**config.mk**
```make
export PLATFORM = sky130hd
export DESIGN_NAME = gpio_input_unit
export DESIGN_NICKNAME = d
export VERILOG_FILES = /design/src/rtl/gpio_input_unit.sv
export SDC_FILE = /design/constraint.sdc
export NUM_CORES = 1
export LEC_CHECK = 0
export ABC_AREA = 1
export ABC_CLOCK_PERIOD_IN_PS = 1400
export CORE_ASPECT_RATIO = 0.9
export CORE_MARGIN = 4
export CORE_UTILIZATION = 51
export CTS_BUF_LIST = sky130_fd_sc_hd__clkbuf_8 sky130_fd_sc_hd__clkbuf_16
export DETAILED_ROUTE_END_ITERATION = 10
export PLACE_DENSITY = 0.84
export SETUP_SLACK_MARGIN = 0.4
export SKIP_CTS_REPAIR_TIMING = 1
export SLEW_MARGIN = 25
export SYNTH_ARGS = -nofsm -noshare
export SYNTH_HDL_FRONTEND = slang
export SYNTH_SLANG_ARGS = --single-unit
```
**constraint.sdc**
```tcl
create_clock -name clk -period 1.4 [get_ports clk]
set_input_delay 0.28 -clock clk [delete_from_list [all_inputs] [get_ports clk]]
set_output_delay 0.28 -clock clk [all_outputs]
set_load 0.01 [all_outputs]
```
**src/rtl/gpio_input_unit.sv**
```systemverilog
// rtl/gpio_input_unit.sv - debounced switch-input peripheral with sticky edge events and irq
//
// Purpose: synchronizes WIDTH asynchronous switch lines, debounces each bit
// independently, latches rising/falling edge events into sticky registers
// and raises a level interrupt for events enabled in MASK.
//
// Ports:
//   clk          system clock, all state on rising edge
//   rst_n        asynchronous active-low reset
//   switches_in  raw asynchronous switch levels
//   addr         register select: 0 STATE, 1 RISE (W1C), 2 FALL (W1C), 3 MASK
//   we           write strobe
//   wdata        write data
//   rdata        read data, combinational from addr and registers
//   irq          level interrupt, |((RISE | FALL) & MASK)
module gpio_input_unit #(
  parameter int WIDTH     = 8,
  parameter int DB_CYCLES = 16
) (
  input  logic              clk,
  input  logic              rst_n,
  input  logic [WIDTH-1:0]  switches_in,
  input  logic [1:0]        addr,
  input  logic              we,
  input  logic [31:0]       wdata,
  output logic [31:0]       rdata,
  output logic              irq
);

  localparam int CW = (DB_CYCLES > 1) ? $clog2(DB_CYCLES) : 1;
  localparam logic [CW-1:0] CNT_MAX = CW'(DB_CYCLES - 1);

  logic [WIDTH-1:0] sync1;
  logic [WIDTH-1:0] sync2;
  logic [WIDTH-1:0] stable;
  logic [WIDTH-1:0] rise;
  logic [WIDTH-1:0] fall;
  logic [WIDTH-1:0] mask;
  logic [CW-1:0]    cnt [WIDTH];

  // A bit is accepted when its synchronized level has differed from the
  // debounced level for DB_CYCLES consecutive cycles.
  logic [WIDTH-1:0] accept;
  logic [WIDTH-1:0] rise_set;
  logic [WIDTH-1:0] fall_set;
  logic [WIDTH-1:0] rise_clr;
  logic [WIDTH-1:0] fall_clr;

  always_comb begin
    accept = '0;
    for (int i = 0; i < WIDTH; i++) begin
      accept[i] = (sync2[i] != stable[i]) && (cnt[i] == CNT_MAX);
    end
  end

  assign rise_set = accept & sync2;
  assign fall_set = accept & ~sync2;
  assign rise_clr = (we && addr == 2'd1) ? wdata[WIDTH-1:0] : '0;
  assign fall_clr = (we && addr == 2'd2) ? wdata[WIDTH-1:0] : '0;

  always_ff @(posedge clk or negedge rst_n) begin
    if (!rst_n) begin
      sync1  <= '0;
      sync2  <= '0;
      stable <= '0;
      rise   <= '0;
      fall   <= '0;
      mask   <= '0;
    end else begin
      sync1  <= switches_in;
      sync2  <= sync1;
      stable <= stable ^ accept;
      // Set is OR-ed in after the clear so a same-cycle event wins over W1C.
      rise   <= (rise & ~rise_clr) | rise_set;
      fall   <= (fall & ~fall_clr) | fall_set;
      if (we && addr == 2'd3) begin
        mask <= wdata[WIDTH-1:0];
      end
    end
  end

  for (genvar g = 0; g < WIDTH; g++) begin : g_db
    always_ff @(posedge clk or negedge rst_n) begin
      if (!rst_n) begin
        cnt[g] <= '0;
      end else if (sync2[g] == stable[g] || accept[g]) begin
        // Any return to the stable level restarts the count.
        cnt[g] <= '0;
      end else begin
        cnt[g] <= cnt[g] + CW'(1);
      end
    end
  end

  always_comb begin
    rdata = '0;
    case (addr)
      2'd0:    rdata[WIDTH-1:0] = stable;
      2'd1:    rdata[WIDTH-1:0] = rise;
      2'd2:    rdata[WIDTH-1:0] = fall;
      default: rdata[WIDTH-1:0] = mask;
    endcase
  end

  assign irq = |((rise | fall) & mask);

  if (WIDTH < 32) begin : g_unused
    logic unused_wdata;
    assign unused_wdata = ^wdata[31:WIDTH];
  end

endmodule
```
Word-level counts from Yosys, hierarchy flattened
Index checks and enable logic that the tools add are counted.
{ "totals": {"register_bits": 80, "word_cells": 93} }
{ "op_classes": {"n_reduce_logical": 21, "eq_ne": 27, "bitwise": 12, "muxes": 11, "addsub": 8} }
{ "ops": {"columns": ["cell", "n"], "rows": [
  ["8-bit AND", 5],
  ["4-bit by 1-bit adder with 4-bit output, second input constant", 8],
  ["4-bit equality test, second input constant", 8],
  ["4-bit 2-to-1 mux", 8],
  ["8-bit NOT", 3],
  ["8-bit OR", 3],
  ["8-bit case mux with 3 select lines", 1],
  ["8-bit 2-to-1 mux", 2],
  ["1-bit logical AND", 11],
  ["1-bit equality test", 8],
  ["1-bit logical OR", 8],
  ["1-bit inequality test", 8],
  ["8-bit OR reduction", 1],
  ["8-bit bitwise XOR", 1],
  ["2-bit equality test, second input constant", 2],
  ["2-bit by 1-bit equality test with 1-bit output, second input constant", 1],
  ["2-bit logical NOT", 1]
]} }

Logic depth before layout (Yosys ltp)
{ "depth": {"ltp_word": 6, "ltp_mapped": 6, "mapped_depth_nobuf": 5} }

Worst setup path before layout
Ideal clock, no wire load.
{ "synth_path": {"path_kind": "register to register", "startpoint": "register cnt[12] (netlist bit)", "endpoint": "register cnt[12] (netlist bit)", "required_time_ns": 1.267, "path_stages_with_launch": 5, "path_slack_ns": 0.316, "arrival_ns": 0.951, "setup_time_ns": 0.133, "path_cell_list": "dfrtp_1 -> ha_1 -> nand2_1 -> o21ai_0 -> nor2_1"} }
{ "synth_via": {"elab_chain_cells": 4, "elab_cells_between_ends": 5} }
{ "synth_rtl": {"columns": ["element", "line_no", "text"], "rows": [
  ["from (decl)", "39", "logic [CW-1:0] cnt [WIDTH];"],
  ["from (signal, indexed assignment)", "90", "cnt[g] <= cnt[g] + CW'(1);"],
  ["parallel branches: the longest is 3 deep, another holds 4-bit by 1-bit adder with 4-bit output", null, null],
  ["4-bit 2-to-1 mux (*)", "86", "end else if (sync2[g] == stable[g] || accept[g]) begin"]
]} }
Mark *: on every way between the ends.
A chain may end at the register's enable or synchronous reset.

Final worst setup path
{ "layout_path": {"startpoint": "register rise[2]", "endpoint": "output irq"} }
{ "layout_via": {"elab_chain_cells": 3} }
{ "layout_rtl": {"columns": ["element", "line_no", "text"], "rows": [
  ["from (decl)", "36", "logic [WIDTH-1:0] rise;"],
  ["from (signal assigned)", "74", "rise <= (rise & ~rise_clr) | rise_set;"],
  ["8-bit OR", "105", "assign irq = |((rise | fall) & mask);"],
  ["8-bit AND", "105", null],
  ["8-bit OR reduction", "105", null],
  ["to (decl)", "27", "output logic irq"]
]} }
Every way passes these cells.

==> summary.md <==
| Metric | Value |
|---|---|
| I/O Pins | between 70 and 80 |
| Fin Setup TNS | -0.753 ns |
| Layout area overhead | 39.1% |
| Worst Reg-to-Reg Cells | 4 |
| Final WS setup | -0.234 ns |
| Hold Worst Slack | 0.350 ns |
| CP peak stage delay | 0.42 ns |
| Fillers | between 400 and 500 |
| Maximum clock frequency | 0.612 GHz |
| Cts bufs inserted | 9 |
| Cells after Synth | 402 |
| Via count | 2921 |
| CTS tree | yes |
| Syn_area_per_cell | around 9.1 um2 |
| Placed cell area | between 4000 and 5000 um2 |
| Crit-path slowest cell | dfrtp_1 |
| Gr usage total | around 18% |
| Period utilization | 117% |
| Worst setup EP type | output pin |
| Crit path buf inv count | 1 |
| WL per Instance | around 15 um |
| Fraction of layout cells with a size suffix above 1 | a little over a third |
| Distinct cells, synth | 21 |
| Clk sinks | 80 |
| CP Launch Point | rise[2]$_DFF_PN0_ |
| Hold WC Path Type | flop to flop |
| CP delay by family, top | flip-flops |
| LEAKAGE | between 0.002 and 0.003 uW |
| FF-to-FF End | cnt[30]$_DFF_PN0_ |
| Initial DRT Pass Iterations | 4 |
| Routed Antenna Nets | 0 |
| Largest net degree at the start of global routing | 32 |
| Post-Syn Area | about 3700 um2 |
| Die Ht | 88.4 um |
| DR WL met2 | between 4 and 5 mm |
| Failing checks | setup timing |
| Final Skew | around 0.0052 ns |
| Setup Slack @ Placement | -0.855 ns |
| Final #Nets | between 500 and 600 |
| Crit path DAT | 1.35 ns |
| DRT iter0 DRCs | just over 200 |
| H-Tree Level Count | 3 |
| Setup repair after global routing missed its margin | true |
| Crit path time final | between 1.5 and 2 ns |
| Fin area | about 5100 um2 |
| Final slew viol count | 0 |
| Commonest cells after routing, fill and taps aside | 80 x nand2_1, 80 x dfrtp_1, 35 x buf_4 |
| DRT Wirelength | ~8.6 mm |
| Hold Path Stages | 0 |
| Post-DP HPWL | 4.94 mm |
| Post-synthesis sequential area ratio | between 50% and 60% |
| DRC viols | 0 |
| FF+latch count, synth | 80 |
| Core Footprint | around 7000 um2 |
| Routed length on met3 | roughly 500 um |
| Synth Warn # | 0 |
| Vias in the first global route | 2796 |
| Initial antenna violation count | 0 |
| Min-Delay Endpoint | sync2[5]$_DFF_PN0_ |
| Std cell rows | 29 |
| CP Launch Type | flop |
| WP data required | 1.12 ns |
| Global-route wire length before repair | approximately 12 mm |
| Critical path class | flop to output pin |
| Grt ovf | 0 |
| Max clock buf depth | 2 |
| Core Util, Final | between 70 and 80% |
| Buffers on Ports | 29 |
| Die ar. | 8600 um2 |
| Die W | roughly 97 um |
| R2R setup slack | approximately 0.30 ns |
| Cell mode on critical path | nand2_1 |
| Worst skew pair latency | 0.35 ns |
| DR vias/cell | 4.95 |
| Pwr Density | ~1000 nW/um2 |
| Metal-1 WL | ~3.5 mm |
| Final count of negative-setup-slack endpoints | 7 |
| Gpl congestion | approximately 0.8 |
| Initial Utilization | between 50% and 60% |
| Top sig layer | met4 |
| HP Start | sync1[5]$_DFF_PN0_ |
| Maxcap violations | 0 |
| CTS Root Cell | clkbuf_8 |
| Clock slew at reported path FFs | ~0.08 ns |
| N_diodes | 0 |
| Final Hold Fails | 0 |
| Outcome | finished with violations |
| Critical Path, Cell by Cell | o21ai_2 > nand2_1 > nor2_1 > nand2_1 > buf_2 |
| Worst reg2reg startpoint | cnt[29]$_DFF_PN0_ |
| Peak supply drop | about 700 uV |
| Worst-path fanout max | 3 |
-- logic make-up (layout without fill, tap and decap cells) --
| kind of cell | Yosys count | in the layout | share of synthesized area [%] |
|---|---|---|---|
| AND/OR/NAND/NOR | 189 | 191 | 22.4 |
| flip-flops | 80 | 80 | 54.7 |
| buffers and inverters | 60 | 130 | 8.89 |
| AO/OA/AOI/OAI | 48 | 48 | 7.38 |
| XOR/XNOR | 16 | 16 | 3.83 |
| adder cells (fa/ha/maj) | 8 | 8 | 2.74 |
| other | 1 | 24 | 0.102 |
-- synthesized netlist by cell type --
master | n | area, um2
buf_6 | 1 | 11.3
nand3b_1 | 1 | 7.51
inv_2 | 2 | 7.51
nor2_4 | 2 | 22.5
inv_1 | 32 | 120
nand3_1 | 16 | 80.1
nand4_1 | 16 | 100
xnor2_1 | 8 | 70.1
nand2_4 | 3 | 33.8
conb_1 | 1 | 3.75
o21ai_2 | 8 | 70.1
nand2_1 | 98 | 368
o21ai_0 | 24 | 120
buf_4 | 24 | 180
nor2_1 | 50 | 188
dfrtp_1 | 80 | 2000
ha_1 | 8 | 100
nand2_2 | 3 | 18.8
inv_4 | 1 | 6.26
xor2_1 | 8 | 70.1
o21ai_1 | 16 | 80.1
-- sequential cells by signal, indices dropped and copies added (netlist names), named ones only --
signal / count
cnt: 32
fall: 8
mask: 8
rise: 8
sync1: 8
sync2: 8
-- report_power, final --
group | leakage [uW] | switching, uW | internal [uW]
registers | 0.00105 | 157 | 2450
clock network | 0.000125 | 823 | 1140
logic | 0.00136 | 395 | 368
-- through the flow --
stage / total power (uW) / cells
3_3_place_gp: 3180 / 549
6_report: 5330 / 590
5_1_grt: 5550 / 590
2_1_floorplan: 2940 / 425
4_1_cts: 5140 / 565
3_5_place_dp: 3210 / 549
-- area by class of cell --
cell class / instances / area, um2 / area share, %
inverters: 35 / 134 / 2.63
clock inverters: 4 / 67.6 / 1.33
flip-flops and latches: 80 / 2000 / 39.3
well taps: 93 / 116 / 2.29
clock buffers: 12 / 165 / 3.24
repair buffers: 79 / 689 / 13.5
multi-input cells: 287 / 1920 / 37.7
-- per-layer routing --
metal  vias up  GRT usage, %
met2        80          31.5
met3        16          5.04
met4         0          8.43
met1      1406          19.8
met5         -             0
li1       1419             -
-- worst max path at each step --
| stage | cells after the start | slack [ns] | to |
|---|---|---|---|
| after detailed placement | 6 | -0.86 | rdata[0] |
| after global placement | 6 | -0.82 | rdata[0] |
| after CTS | 6 | -0.86 | rdata[0] |
| final | 5 | -0.23 | irq |
| after global routing | 5 | -0.27 | irq |
| after floorplan | 4 | 0.40 | irq |
(Power assumes the default switching activity.)
